### config.mk
export PLATFORM = sky130hd
export DESIGN_NAME = phase_sel_gen
export DESIGN_NICKNAME = d
export VERILOG_FILES = /design/src/rtl/phase_sel_gen.sv
export SDC_FILE = /design/constraint.sdc
export NUM_CORES = 1
export LEC_CHECK = 0
export CAP_MARGIN = 20
export CORE_ASPECT_RATIO = 0.7
export CORE_MARGIN = 2
export CORE_UTILIZATION = 56
export CTS_CLUSTER_SIZE = 8
export DETAILED_ROUTE_END_ITERATION = 7
export GPL_TIMING_DRIVEN = 1
export PLACE_DENSITY = 0.84
export SLEW_MARGIN = 30
export SYNTH_ARGS = -nofsm -noshare
export SYNTH_HDL_FRONTEND = slang
export SYNTH_SLANG_ARGS = --single-unit
### constraint.sdc
create_clock -name clk -period 3.2 [get_ports clk]
set_input_delay 0.48 -clock clk [delete_from_list [all_inputs] [get_ports clk]]
set_output_delay 0.48 -clock clk [all_outputs]
set_load 0.01 [all_outputs]
### src/rtl/phase_sel_gen.sv
// phase_sel_gen: phase-accumulator select generator for the fractional clock synthesiser.
//
// On each enabled cycle the accumulator adds cur_step. The upper SEL_W+1 accumulator bits
// are decoded into even-mux and odd-mux phase selects. A new step is taken in through a
// valid/ready handshake. It is committed only on an accumulator wrap (or while idle), so the
// phase sequence never glitches.
//
// Ports:
//   clk       system clock, rising edge
//   rst_n     asynchronous active-low reset
//   en        accumulate enable
//   clr       synchronous clear of accumulator and pending step (priority over en/handshake)
//   step_in   new step value
//   step_vld  step_in valid
//   step_rdy  block can accept a step (no step pending)
//   even_sel  even-clock mux select
//   odd_sel   odd-clock mux select
//   wrap      one-cycle pulse when the accumulator carried out
//   cur_step  step currently in use
//
// Configuration macro PHASE_SEL_GEN_OUT_REG_EN: when defined, even_sel, odd_sel and wrap
// each pass through one extra output register (reset 0), which adds one cycle of latency.
// cur_step and step_rdy are unaffected.

module phase_sel_gen #(
  parameter int unsigned      ACC_W    = 8,
  parameter int unsigned      SEL_W    = 3,
  parameter logic [ACC_W-1:0] STEP_RST = 'h10
) (
  input  logic             clk,
  input  logic             rst_n,
  input  logic             en,
  input  logic             clr,
  input  logic [ACC_W-1:0] step_in,
  input  logic             step_vld,
  output logic             step_rdy,
  output logic [SEL_W-1:0] even_sel,
  output logic [SEL_W-1:0] odd_sel,
  output logic             wrap,
  output logic [ACC_W-1:0] cur_step
);

  logic [ACC_W-1:0] acc_q;
  logic [ACC_W-1:0] cur_step_q;
  logic [ACC_W-1:0] pend_step_q;
  logic             pend_q;
  logic             wrap_q;

  logic [ACC_W:0]   sum;
  logic             carry;
  logic             commit;
  logic             load;
  logic [SEL_W:0]   u;
  logic [SEL_W-1:0] odd_c;
  logic [SEL_W-1:0] even_c;

  assign sum   = {1'b0, acc_q} + {1'b0, cur_step_q};
  assign carry = sum[ACC_W];

  // Commit only on a wrap boundary while running, or at any edge while idle.
  assign commit = pend_q & (~en | carry);
  // A load cannot coincide with a commit, because step_rdy is low while a step is pending.
  assign load   = step_vld & ~pend_q;

  // The even select is the odd select rounded up by the next-lower bit. It wraps to 0 at all-ones.
  assign u      = acc_q[ACC_W-1 -: SEL_W+1];
  assign odd_c  = u[SEL_W:1];
  assign even_c = u[SEL_W:1] + SEL_W'(u[0]);

  always_ff @(posedge clk or negedge rst_n) begin
    if (!rst_n) begin
      acc_q       <= '0;
      cur_step_q  <= STEP_RST;
      pend_step_q <= '0;
      pend_q      <= 1'b0;
      wrap_q      <= 1'b0;
    end else if (clr) begin
      // The pending step is discarded. cur_step is kept.
      acc_q  <= '0;
      wrap_q <= 1'b0;
      pend_q <= 1'b0;
    end else begin
      if (en) begin
        acc_q  <= sum[ACC_W-1:0];
        wrap_q <= carry;
      end else begin
        wrap_q <= 1'b0;
      end
      if (commit) begin
        cur_step_q <= pend_step_q;
        pend_q     <= 1'b0;
      end else if (load) begin
        pend_step_q <= step_in;
        pend_q      <= 1'b1;
      end
    end
  end

  assign step_rdy = ~pend_q;
  assign cur_step = cur_step_q;

`ifdef PHASE_SEL_GEN_OUT_REG_EN
  logic [SEL_W-1:0] even_sel_q;
  logic [SEL_W-1:0] odd_sel_q;
  logic             wrap_out_q;

  always_ff @(posedge clk or negedge rst_n) begin
    if (!rst_n) begin
      even_sel_q <= '0;
      odd_sel_q  <= '0;
      wrap_out_q <= 1'b0;
    end else begin
      even_sel_q <= even_c;
      odd_sel_q  <= odd_c;
      wrap_out_q <= wrap_q;
    end
  end

  assign even_sel = even_sel_q;
  assign odd_sel  = odd_sel_q;
  assign wrap     = wrap_out_q;
`else
  assign even_sel = even_c;
  assign odd_sel  = odd_c;
  assign wrap     = wrap_q;
`endif

endmodule

==> impl_metrics.ini, run 1 <==
[global_route]
grt_first_pass_wirelength_um = 6472
grt_pass1_vias = 1345
antenna_found_initial = 0
grt_usage = 0.2554
overflow = 0
grt_max_degree = 30

[synth]
synth_top_area_frac = 0.3828
yosysMostFrequentCell = dfrtp_1
async_flop_share = 1.000
seq_area_frac_synth = 0.3989
synth_area_leader_cell = dfrtp_1
ys_ff_latch = 26
synth_nets = 179
synthTopCellsByCount = dfrtp_1 (25), a21oi_1 (14), ha_1 (10), o211ai_1 (10)
yosysUniqueCellTypes = 44
synthFlopType = dfrtp_1
ys_top_cells_by_area = dfrtp_1 (38%), ha_1 (7.7%), mux2_1 (5.5%)
syn_inst = 155
syn_area_per_cell_um2 = 10.54
synth-edff-count = 0
yosysWarnings = 0
syn_area_um2 = 1634

[clock_tree]
root_buffer = clkbuf_8
numCtsBuffers = 3
worstSkewPairLatency_ns = 0.28
path_clk_slew_ns = 0.10
cts_tree = done
hold_buffers = 0
ctsLongestPathBuffers = 2
cts_max_level = 1
post-cts-setup-buffers = 0
cts_resized = 0
clkSinkCount = 26

[worst_setup_path]
cp_slowest_stage_delay_ns = 0.55
cp.arrival_ns = 1.81
cp.required_ns = 2.72
crit_chain = ha_1 -> ha_1 -> xor2_1 -> clkdlybuf4s50_1
path_buf_inv = 1
crit_top_cell = ha_1
cp_slowest_cell = clkdlybuf4s50_1
crit_type = register to output pin
critPathMaxFanout = 4
end_kind = output pin
cp-start-kind = register
crit_family = buffers and inverters

[placed_design]
port_buffers = 28
gp_congestion = 0.8501
dpl.hpwl_um = 2825

[die]
die_w_um = 68.57
io_pins = 29
start_util = 0.5872
die_h_um = 49.20
core_area_um2 = 2783
dieArea_um2 = 3373
rows = 16

[layout]
drive_above_1_share = 0.09551
antenna_cells = 0
fin_nets = 203
syn_to_final_growth_pct = 21.59
fill_cells = 214

[route]
wl_per_cell_um = 17.87
drt_pass1_iterations = 4
vias_per_cell = 6.276
ant_nets = 0
drt_iter0_drc = 114
drc_errors = 0
wl_um = 3825
vias = 1343

[sta]
rsz0062_at_grt = false
min_period_ns = 2.291
fmax_ghz = 0.4365
tns_ns = 0
hold_viol_final = 0
setup_viol = 0
tightest_slew_ns = 0.5500
maxSlewViolCount = 0
slew_headroom = 0.6320
finalCritPeriodShare = 0.7160
finalClockSkew_ns = 0.007794

[power_and_ir_drop]
power_density_nw_per_um2 = 1136
p_leak_nw = 0.7993
vdd_drop_max_uv = 523.7
total_power_mw = 2.258

[status]
outcome = complete, no violations

[job]
cap_violations = 0

[hold_path]
hp-class = register to register
-- kinds of logic (layout without fill, tap and decap cells) --
group	count (synthesis)	count (layout)	synth area share
simple gates	47	47	0.1700
compound gates	45	45	0.2152
flops	26	26	0.3989
buf+inv	12	35	0.03828
fa+ha+maj	11	11	0.08882
mux	10	10	0.06738
xor+xnor	4	4	0.02144
-- flip-flops by register name, summed over array words and instances, names as in the netlist --
signal / flops
cur_step: 8
acc_q: 8
pend_step_q: 8
pend_q: 1
wrap: 1
-- final timing paths --
| path | start | to | slack [ns] | cells past startpoint |
|---|---|---|---|---|
| worst max-delay path | acc_q[5] | even_sel[2] | 0.91 | 4 |
| worst min-delay path | pend_step_q[3] | pend_step_q[3] | 0.52 | 1 |
| worst max register to register | cur_step[0] | pend_q | 0.98 | 6 |
| worst min register to register | pend_step_q[3] | pend_step_q[3] | 0.52 | 1 |
| max in group asynchronous | rst_n | cur_step[4] | 2.34 | 2 |
| min in group asynchronous | rst_n | acc_q[4] | 0.56 | 2 |
-- cell type report --
cell class,instances,area (um^2),area share
Clock buffer,3,41.29,0.02078
Tap cell,36,45.04,0.02267
Timing Repair Buffer,30,295.3,0.1486
Multi-Input combinational cell,117,919.6,0.4628
Sequential cell,26,651.9,0.3281
Inverter,1,3.754,0.001889
Clock inverter,1,30.03,0.01511
-- through the flow --
step	hold slack (ns)	utilization	std cells	area (um^2)	setup WS (ns)
global placement	0.4899	0.6884	210	1916	1.012
detailed placement	0.4993	0.6884	210	1916	0.8781
floorplan	0.1844	-	155	1634	1.207
finish	0.5211	0.7140	214	1987	0.9090
CTS	0.5238	0.7140	214	1987	0.8954
global route	0.5466	0.7140	214	1987	0.7871
-- power breakdown --
part	leakage [nW]	total [mW]	switching (mW)	internal (mW)
clock network	0.0357	0.276	0.108	0.168
logic	0.458	1.41	0.784	0.624
registers	0.305	0.574	0.127	0.447
total	0.799	2.26	1.02	1.24
-- metal layers --
metal | wire, um | track usage
met1 | 1712 | 0.3537
met2 | 1903 | 0.3974
met3 | 156 | 0.05774
met4 | 53 | 0.07333
met5 | 0 | 0
-- cells in the final DEF, fill, tap and decap left out, drive strengths merged, types with 2 or more instances in the layout --
cell           netlist  routed
nand2b               2       2
a21oi               16      16
clkdlybuf4s50        0      28
nor2                 9       9
a21o                 3       3
dfrtp               25      25
nand4                9       9
nor3b                9       9
buf                  7       2
xor2                 2       2
a211oi               3       3
clkbuf               4       3
nand3                8       8
xnor2                2       2
ha                  10      10
nand2                3       3
a22o                 2       2
mux2i                2       2
mux2                 8       8
o21ai                4       4
o211ai              12      12
No activity file was read; power rests on OpenSTA's default activity.
==> inputs of run 2 (changes only) <==
- CORE_UTILIZATION: 56 -> 52
- PLACE_DENSITY: 0.84 -> 0.79
- clock period: 3.2 -> 2.3 ns (I/O delays scaled with it)
==> run 2 against run 1 <==
Clock skew shrank 0.0023 ns. Largest power group unchanged. Sequential cell count is the same. Sequential share of layout area shrank 0.14 points. Largest cell class unchanged. Clock-buffer cell count is the same. Global-route usage shrank 2.8 points.
==> impl_metrics.ini, run 2 (synthesis results as in run 1) <==
[placed_design]
port_buffers = 28
post_dp_cell_area_um2 = 1923
gp_congestion = 0.8347
dpl.hpwl_um = 2590

[power_and_ir_drop]
p_switching_mw = 1.402
intPower_mw = 1.731
p_comb_frac = 0.621
seq_power_share = 0.255
total_power_mw = 3.134
pwr-share-clk = 0.124
power_density_nw_per_um2 = 1570
p_leak_nw = 0.8047
swShare = 0.4476
vdd_drop_max_uv = 628.4

[worst_setup_path]
r2r_setup_slack_ns = 0.19
r2r_end = pend_q
startpoint = acc_q[5]
cp.arrival_ns = 1.81
critPathMaxFanout = 4
ff2ff_path_depth = 6
end_kind = output pin
crit_type = register to output pin
r2r_start = cur_step[0]
cp-start-kind = register
cp.required_ns = 1.96

[die]
die_h_um = 50.90
rows = 16
die_w_um = 71
start_util = 0.5629
dieArea_um2 = 3614
core_area_um2 = 2903
io_pins = 29

[layout]
drive_above_1_share = 0.1061
fin_nets = 204
syn_to_final_growth_pct = 22.13
layout_common_cells = clkdlybuf4s50_1 (28), dfrtp_1 (25), a21oi_1 (14)
final_common_cell = clkdlybuf4s50_1
multi_input_area_um2 = 920.9
antenna_cells = 0
seq_area_um2 = 651.9
fill_cells = 213
fin_area_um2 = 1996

[sta]
maxSlewViolCount = 0
finalCritPeriodShare = 0.9374
min_period_ns = 2.156
hold_viol_final = 0
tightest_slew_ns = 0.5863
rsz0062_at_grt = false
fmax_ghz = 0.4638
finalClockSkew_ns = 0.005510
slew_headroom = 0.6091
tns_ns = 0
setup_viol = 0

[route]
vias = 1360
vias_per_cell = 6.326
drt_pass1_iterations = 4
ant_nets = 0
wl_um = 3763
wl_per_cell_um = 17.50
drc_errors = 0
drt_iter0_drc = 106

[clock_tree]
numCtsBuffers = 3
clkSinkCount = 26
cts_max_level = 1
ctsLongestPathBuffers = 2
path_clk_slew_ns = 0.10
root_buffer = clkbuf_8
cts_tree = done
worstSkewPairLatency_ns = 0.28

[status]
outcome = complete, no violations

[global_route]
antenna_found_initial = 0
grt_first_pass_wirelength_um = 6444
grt_max_degree = 29
grt_usage = 0.2270
overflow = 0
grt_pass1_vias = 1341

[job]
cap_violations = 0

[hold_path]
hp-class = input pin to async pin
## run 2: changes by cell type in the layout (fill, tap and decap cells not counted)
cell / before / now
buf_4: 2 / 3
o21a_1: 1 / 0
o21a_2: 0 / 1
## run 2: per-stage QoR
step	utilization	hold slack, ns	cells	worst slack, ns
after floorplan	-	0.04941	155	0.3072
after global placement	0.6625	0.4883	211	0.2016
after detailed placement	0.6625	0.4913	211	0.1220
after CTS	0.6871	0.4426	215	0.08884
after global routing	0.6875	0.4739	215	0.06764
final	0.6875	0.4252	215	0.1440
## run 2: worst max-delay path by stage
stage,slack [ns],endpoint,depth (start not counted)
after global routing,0.07,even_sel[2],4
after global placement,0.20,pend_q,6
final,0.14,even_sel[2],4
after floorplan,0.31,acc_q[6],6
after CTS,0.09,pend_q,6
after detailed placement,0.12,pend_q,6
## run 2: critical path, stage by stage, from the launching register on
cell and delay [ns]:
dfrtp_1 0.43, ha_1 0.22, ha_1 0.19, xor2_1 0.14, clkdlybuf4s50_1 0.55
## run 2: cell type report
cell class              instances  share of cell area
well taps                      36             0.02257
repair buffers                 31              0.1517
flip-flops and latches         26              0.3266
inverters                       1            0.001881
clock buffers                   3             0.02069
multi-input cells             117              0.4614
clock inverters                 1             0.01505
## run 2: what timing repair did
action                                  CTS  global route
buffers inserted                          0             0
gates resized for setup                   0             1
endpoints found under the setup margin    0             1
hold buffers                              0             0
## run 2: per-layer routing
layer	vias to the layer above	wire, um	GRT usage
li1	638	-	-
met5	-	0	0
met3	4	196	0.05128
met4	0	27	0.05346
met1	677	1689	0.3013
met2	41	1849	0.3816
## run 2: power groups by stage
| stage | clock network, mW | registers, mW | logic, mW |
|---|---|---|---|
| 2_1_floorplan | 0 | 0.781 | 1.41 |
| 3_3_place_gp | 0 | 0.793 | 1.85 |
| 3_5_place_dp | 0 | 0.806 | 1.90 |
| 4_1_cts | 0.394 | 0.798 | 1.92 |
| 5_1_grt | 0.410 | 0.825 | 2.12 |
| 6_report | 0.388 | 0.799 | 1.95 |
==> inputs of run 3 (changes only) <==
- GPL_ROUTABILITY_DRIVEN: default -> 0
==> results of run 3 <==
The final DEF is identical to that of run 2; final timing and power are the same.
